==> config.mk <==
export PLATFORM = sky130hd
export DESIGN_NAME = seven_seg_scan_driver
export DESIGN_NICKNAME = d
export VERILOG_FILES = /design/src/rtl/seg_pkg.sv /design/src/rtl/bcd_to_7seg.sv /design/src/rtl/seven_seg_scan_driver.sv
export SDC_FILE = /design/constraint.sdc
export NUM_CORES = 1
export LEC_CHECK = 0
export ABC_AREA = 1
export CAP_MARGIN = 20
export CORE_ASPECT_RATIO = 0.9
export CORE_MARGIN = 3
export CORE_UTILIZATION = 50
export DETAILED_ROUTE_END_ITERATION = 16
export GPL_TIMING_DRIVEN = 1
export PLACE_DENSITY = 0.74
export SETUP_SLACK_MARGIN = 0.4
export SYNTH_ARGS = -nofsm -noshare
export SYNTH_HDL_FRONTEND = slang
export SYNTH_SLANG_ARGS = --single-unit
export TNS_END_PERCENT = 30
==> constraint.sdc <==
create_clock -name clk -period 4.1 [get_ports clk]
set_clock_uncertainty 0.05 [all_clocks]
set_input_delay 0.82 -clock clk [delete_from_list [all_inputs] [get_ports clk]]
set_output_delay 0.82 -clock clk [all_outputs]
set_load 0.05 [all_outputs]
==> src/rtl/seg_pkg.sv <==
// Shared constants, slot-state type and BCD-to-segment decode for the scan driver.
package seg_pkg;

    localparam int unsigned NUM_DIGITS = 6;

    // Active-low segment encodings, bit order {g,f,e,d,c,b,a}
    localparam logic [6:0] SEG_0    = 7'h40;
    localparam logic [6:0] SEG_1    = 7'h79;
    localparam logic [6:0] SEG_2    = 7'h24;
    localparam logic [6:0] SEG_3    = 7'h30;
    localparam logic [6:0] SEG_4    = 7'h19;
    localparam logic [6:0] SEG_5    = 7'h12;
    localparam logic [6:0] SEG_6    = 7'h02;
    localparam logic [6:0] SEG_7    = 7'h78;
    localparam logic [6:0] SEG_8    = 7'h00;
    localparam logic [6:0] SEG_9    = 7'h10;
    localparam logic [6:0] SEG_DASH = 7'h3F;
    localparam logic [6:0] SEG_OFF  = 7'h7F;

    localparam logic [5:0] AN_OFF = 6'h3F;

    typedef enum logic {
        StBlank,
        StDrive
    } slot_state_e;

    // Non-BCD codes (10..15) show a dash so bad input is visible rather than garbage
    function automatic logic [6:0] bcd_to_seg(input logic [3:0] bcd);
        logic [6:0] seg;
        case (bcd)
            4'd0:    seg = SEG_0;
            4'd1:    seg = SEG_1;
            4'd2:    seg = SEG_2;
            4'd3:    seg = SEG_3;
            4'd4:    seg = SEG_4;
            4'd5:    seg = SEG_5;
            4'd6:    seg = SEG_6;
            4'd7:    seg = SEG_7;
            4'd8:    seg = SEG_8;
            4'd9:    seg = SEG_9;
            default: seg = SEG_DASH;
        endcase
        return seg;
    endfunction

endpackage

==> src/rtl/bcd_to_7seg.sv <==
// Combinational 4-bit BCD to active-low seven-segment decoder.
module bcd_to_7seg
    import seg_pkg::*;
(
    input  logic [3:0] bcd_i,
    output logic [6:0] seg_o
);

    // Pure table lookup; kept as a module so the top has one shared decoder
    always_comb begin
        seg_o = bcd_to_seg(bcd_i);
    end

endmodule

==> src/rtl/seven_seg_scan_driver.sv <==
// Time-multiplexed driver for a 6-digit common-anode display (hh mm ss).
// All six digits are snapshotted at the start of each frame; each digit slot
// begins with a blanking gap to suppress ghosting. All outputs are registered.
// Optional build macro SEG_DP_BLINK_EN: dp blinks as the hh.mm.ss separators.
module seven_seg_scan_driver
    import seg_pkg::*;
#(
    parameter int unsigned CLK_HZ       = 50000000,
    parameter int unsigned REFRESH_HZ   = 1000,
    parameter int unsigned BLANK_CYCLES = 64,
    parameter bit          LZ_SUPPRESS  = 1'b1
) (
    input  logic       clk,
    input  logic       reset,
    input  logic [3:0] hr_tens,
    input  logic [3:0] hr_units,
    input  logic [3:0] min_tens,
    input  logic [3:0] min_units,
    input  logic [3:0] sec_tens,
    input  logic [3:0] sec_units,
    output logic [6:0] seg,
    output logic [5:0] an,
    output logic       dp,
    output logic       frame_start
);

    localparam int unsigned DIGIT_TICKS = CLK_HZ / REFRESH_HZ;
    localparam int unsigned CNT_W       = (DIGIT_TICKS > 1) ? $clog2(DIGIT_TICKS) : 1;
    localparam int unsigned IDX_W       = $clog2(NUM_DIGITS);

    localparam logic [CNT_W-1:0] CNT_LAST  = CNT_W'(DIGIT_TICKS - 1);
    localparam logic [CNT_W-1:0] CNT_BLANK = CNT_W'(BLANK_CYCLES);
    localparam logic [IDX_W-1:0] IDX_LAST  = IDX_W'(NUM_DIGITS - 1);
    localparam logic [5:0]       AN_LEFT   = 6'b100000;

    // The slot must hold the blank gap plus at least one drive cycle
    if (BLANK_CYCLES + 1 >= DIGIT_TICKS) begin : g_bad_blank_cycles
        $error("BLANK_CYCLES+1 must be less than CLK_HZ/REFRESH_HZ");
    end

    logic [CNT_W-1:0] cnt_q, cnt_d;
    logic [IDX_W-1:0] idx_q, idx_d;
    logic [3:0]       shadow_q [NUM_DIGITS];
    logic [3:0]       shadow_d [NUM_DIGITS];
    logic [3:0]       digits_in [NUM_DIGITS];
    logic [6:0]       seg_q, seg_d;
    logic [5:0]       an_q, an_d;
    logic             dp_q, dp_d;
    logic             frame_start_q, frame_start_d;

    logic             snap;
    logic             lz_blank;
    logic [3:0]       cur_digit;
    logic [6:0]       cur_seg;
    slot_state_e      slot_state;

    // Gather inputs in scan order: index 0 is the leftmost digit
    always_comb begin
        digits_in[0] = hr_tens;
        digits_in[1] = hr_units;
        digits_in[2] = min_tens;
        digits_in[3] = min_units;
        digits_in[4] = sec_tens;
        digits_in[5] = sec_units;
    end

    // Single shared decoder on the currently selected shadow digit
    always_comb begin
        cur_digit = shadow_q[idx_q];
    end

    bcd_to_7seg u_dec (
        .bcd_i (cur_digit),
        .seg_o (cur_seg)
    );

    // Next-state: slot counter, digit index, frame snapshot and registered pin values
    always_comb begin
        cnt_d         = cnt_q + CNT_W'(1);
        idx_d         = idx_q;
        shadow_d      = shadow_q;
        frame_start_d = 1'b0;
        an_d          = AN_OFF;
        seg_d         = SEG_OFF;
        dp_d          = 1'b1;

        if (cnt_q == CNT_LAST) begin
            cnt_d = '0;
            idx_d = (idx_q == IDX_LAST) ? '0 : idx_q + IDX_W'(1);
        end

        // Latch all digits together so a frame never mixes two times
        snap = (idx_q == '0) && (cnt_q == '0);
        if (snap) begin
            shadow_d      = digits_in;
            frame_start_d = 1'b1;
        end

        slot_state = (cnt_q < CNT_BLANK) ? StBlank : StDrive;
        lz_blank   = LZ_SUPPRESS && (idx_q == '0) && (shadow_q[0] == 4'd0);

        case (slot_state)
            StBlank: begin
                an_d  = AN_OFF;
                seg_d = SEG_OFF;
            end
            StDrive: begin
                if (!lz_blank) begin
                    an_d  = ~(AN_LEFT >> idx_q);
                    seg_d = cur_seg;
                end
`ifdef SEG_DP_BLINK_EN
                // Separators after hours and minutes units, lit on even seconds
                if ((idx_q == IDX_W'(1) || idx_q == IDX_W'(3)) &&
                    !shadow_q[NUM_DIGITS-1][0]) begin
                    dp_d = 1'b0;
                end
`endif
            end
            default: begin
                an_d  = AN_OFF;
                seg_d = SEG_OFF;
            end
        endcase
    end

    // State and output registers, asynchronously forced to the dark display on reset
    always_ff @(posedge clk or posedge reset) begin
        if (reset) begin
            cnt_q         <= '0;
            idx_q         <= '0;
            for (int i = 0; i < NUM_DIGITS; i++) begin
                shadow_q[i] <= '0;
            end
            seg_q         <= SEG_OFF;
            an_q          <= AN_OFF;
            dp_q          <= 1'b1;
            frame_start_q <= 1'b0;
        end else begin
            cnt_q         <= cnt_d;
            idx_q         <= idx_d;
            shadow_q      <= shadow_d;
            seg_q         <= seg_d;
            an_q          <= an_d;
            dp_q          <= dp_d;
            frame_start_q <= frame_start_d;
        end
    end

    assign seg         = seg_q;
    assign an          = an_q;
    assign dp          = dp_q;
    assign frame_start = frame_start_q;

endmodule

==> summary.txt <==
Outcome
  – Status: finished, final reports clean

Die
  – Die ar.: 0.00676 mm^2
  – Die height: 78.3 um
  – Io pins: 41
  – Num rows: 25
  – Die width: about 86 um
  – Starting density of the core: 0.534
  – Core area: approximately 0.0054 mm^2

Clocking
  – H-tree Lvls: 3
  – CTS buffer count: 9
  – CTS tree: built
  – Setup Buffers After CTS: 0
  – Clk root buf: clkbuf_8
  – Clk slew on worst S/H paths: 0.06 ns
  – CTS Buffer Depth: 2
  – Clock Sinks: between 50 and 60
  – Worst-Skew Late Latency: 0.34 ns
  – Cts hold-fix bufs: 0
  – # resized after CTS: 0

Logic synthesis
  – Synth top cells by count: nand2_1 (135), dfrtp_1 (44), inv_1 (38)
  – EDFF count, synth: 0
  – Cells after synthesis: 355
  – Top cells by area, synth: dfrtp_1 (38%), nand2_1 (17%), dfstp_2 (12%)
  – Yosys reg bits: 57
  – Post-synthesis net count: 390
  – Most used DFF post-synth: dfrtp_1
  – Synth Area per Inst: 8.18 um^2
  – Post-synth cell types: 33
  – Cell type with the largest total area after synthesis: dfrtp_1
  – Cell Area, Synth: around 0.0029 mm^2
  – Sequential area share after synthesis: 0.497
  – Ys async rst share: 1.00
  – Syn. warnings: 0
  – Count leader, synth: nand2_1
  – Post-synth top area share: 0.379

Pwr
  – Max VDD drop: a little under 200 uV
  – Clock Power Share: 0.402
  – Switching part of the total: 0.227
  – Sequential share of power: 0.530
  – Leakage power: 1.68 nW
  – P_int: 847 uW
  – Comb power frac: 0.068
  – PD cells: 315 mW/mm^2
  – Power Total: 1.10 mW
  – NetSw: around 250 uW

Hold path
  – Worst min-delay path class: flip-flop to flip-flop
  – Hold Crit Start: cnt_q[0]
  – Min-Delay Path Depth: 1
  – Endpoint, Worst Hold: cnt_q[0]

Detailed routing
  – DRT antenna net count: 0
  – First drt pass iteration count: 4
  – Via density: slightly below 5
  – Routed length per instance: roughly 12 um
  – DR vias: ~2300
  – Residual DRC count: 0
  – Final WL: between 5 and 6 mm
  – DR iter-0 viols: 120

Setup path
  – Worst R2R End: shadow_q[21]
  – R2R Path Start: idx_q[2]
  – Reg2Reg Setup Slack: 1.97 ns
  – Critical Path RT: roughly 3.2 ns
  – Critical path type: flip-flop to output port
  – Worst Setup End Kind: output port
  – R2R cell count: 7
  – Crit path DAT: 1.66 ns
  – Crit path max-delay family: buffers and inverters
  – Crit Path Max Fanout: 1
  – CP cell instances: clkdlybuf4s50_1
  – CP Buf/Inv Count: 1
  – Startpoint class of the critical path: flip-flop
  – CP peak stage delay: 0.80 ns
  – Critical-path top delay cell: clkdlybuf4s50_1

Place
  – DP Wirelength: ~4.2 mm
  – GPL Wtd Cong: between 0.8 and 0.9
  – Number of port buffers: 39

Cells and area
  – Final Net Count: 433
  – Register area: between 0.001 and 0.0015 mm^2
  – Proportion of layout cells with a drive suffix above 1: 0.114
  – Area Growth Syn to Fin: 19.6%
  – ANT cells: 0
  – Filler Cell Count: 499
  – Area of the multi-input gates: ~0.0012 mm^2

Flow run
  – Max Cap Violations: 0

STA
  – Max frequency: 395 MHz
  – Final Hold Viols: 0
  – Min cycle time layout: 2.53 ns
  – Slew HR: 0.537
  – Worst slew pin tran: around 0.7 ns
  – TNS Setup: 0 ns
  – Slew Viols, Final: 0
  – Unrepaired setup endpoints after global routing: no
  – Final worst-path cycle share: 0.617
  – Endpoints failing setup: 0

GRT
  – Maximum number of pins on one net before global-route repair: 58
  – First-pass GRT wire length: 10.1 mm
  – GR Util All Layers: 0.191
  – Vias in the first global route: between 2000 and 2500
  – Initial antenna violation count: 0
  – Grt total ovfl: 0
## registers in the layout, indices dropped and copies added, names as in the netlist
signal / count
idx_q: 3
frame_start: 1
an: 6
cnt_q: 16
shadow_q: 24
seg: 7
## power groups by stage
stage                     clock network (mW)  registers, mW  logic (mW)
final                                  0.440          0.581      0.0742
after global routing                   0.483          0.581      0.0853
after CTS                              0.456          0.581      0.0757
after floorplan                            0          0.589      0.0419
after detailed placement                   0          0.590      0.0755
after global placement                     0          0.590      0.0733
## per-layer routing
layer	up-vias	global-route usage	share of wire
met5	-	0	0
met4	0	0.0670	0.019
met3	14	0.0619	0.053
met2	60	0.318	0.49
met1	1073	0.231	0.44
li1	1186	-	-
## metrics by stage
stage / area, um^2 / worst slack (ns) / hold WS [ns] / util / instances
2_1_floorplan: 2910 / 1.85 / 0.382 / - / 355
3_3_place_gp: 3310 / 1.93 / 0.407 / 0.609 / 454
3_5_place_dp: 3310 / 1.93 / 0.399 / 0.609 / 454
4_1_cts: 3480 / 1.55 / 0.411 / 0.639 / 470
5_1_grt: 3480 / 1.53 / 0.442 / 0.639 / 470
6_report: 3480 / 1.57 / 0.403 / 0.639 / 470
## cell type report
type,count,share of cell area
clock inverters,1,0.00144
inverters,41,0.0450
flip-flops and latches,57,0.415
clock buffers,15,0.0450
well taps,67,0.0241
repair buffers,40,0.114
multi-input cells,249,0.355
## worst max-delay path by stage
stage	startpoint	to	slack, ns	cells after the start
6_report	an[1]	an[1]	1.57	1
2_1_floorplan	reset	cnt_q[0]	1.85	1
5_1_grt	seg[1]	seg[1]	1.53	1
4_1_cts	an[1]	an[1]	1.55	1
3_5_place_dp	an[1]	an[1]	1.93	1
3_3_place_gp	an[1]	an[1]	1.93	1
## cells in the final DEF (no fill, tap or decap), drive strengths merged
cell type / count
conb: 1
clkinv: 1
a31oi: 1
o31ai: 1
nand3: 19
inv: 41
buf: 1
dfrtp: 44
xor2: 9
dfstp: 13
a21oi: 5
or2: 2
clkbuf: 15
nor3: 4
nand4: 8
nor3b: 1
nand2: 139
o21ai: 16
nand3b: 2
clkdlybuf4s50: 39
ha: 9
o211a: 1
nor2: 31
## logic make-up after synthesis
| logic type | count (synthesis) | synth area share |
|---|---|---|
| simple gates | 206 | 0.304 |
| flops | 57 | 0.497 |
| buf+inv | 49 | 0.0788 |
| compound gates | 24 | 0.0534 |
| xor+xnor | 9 | 0.0271 |
| fa+ha+maj | 9 | 0.0388 |
| other cells | 1 | 0.00129 |
Power figures use the tool's default switching activity.
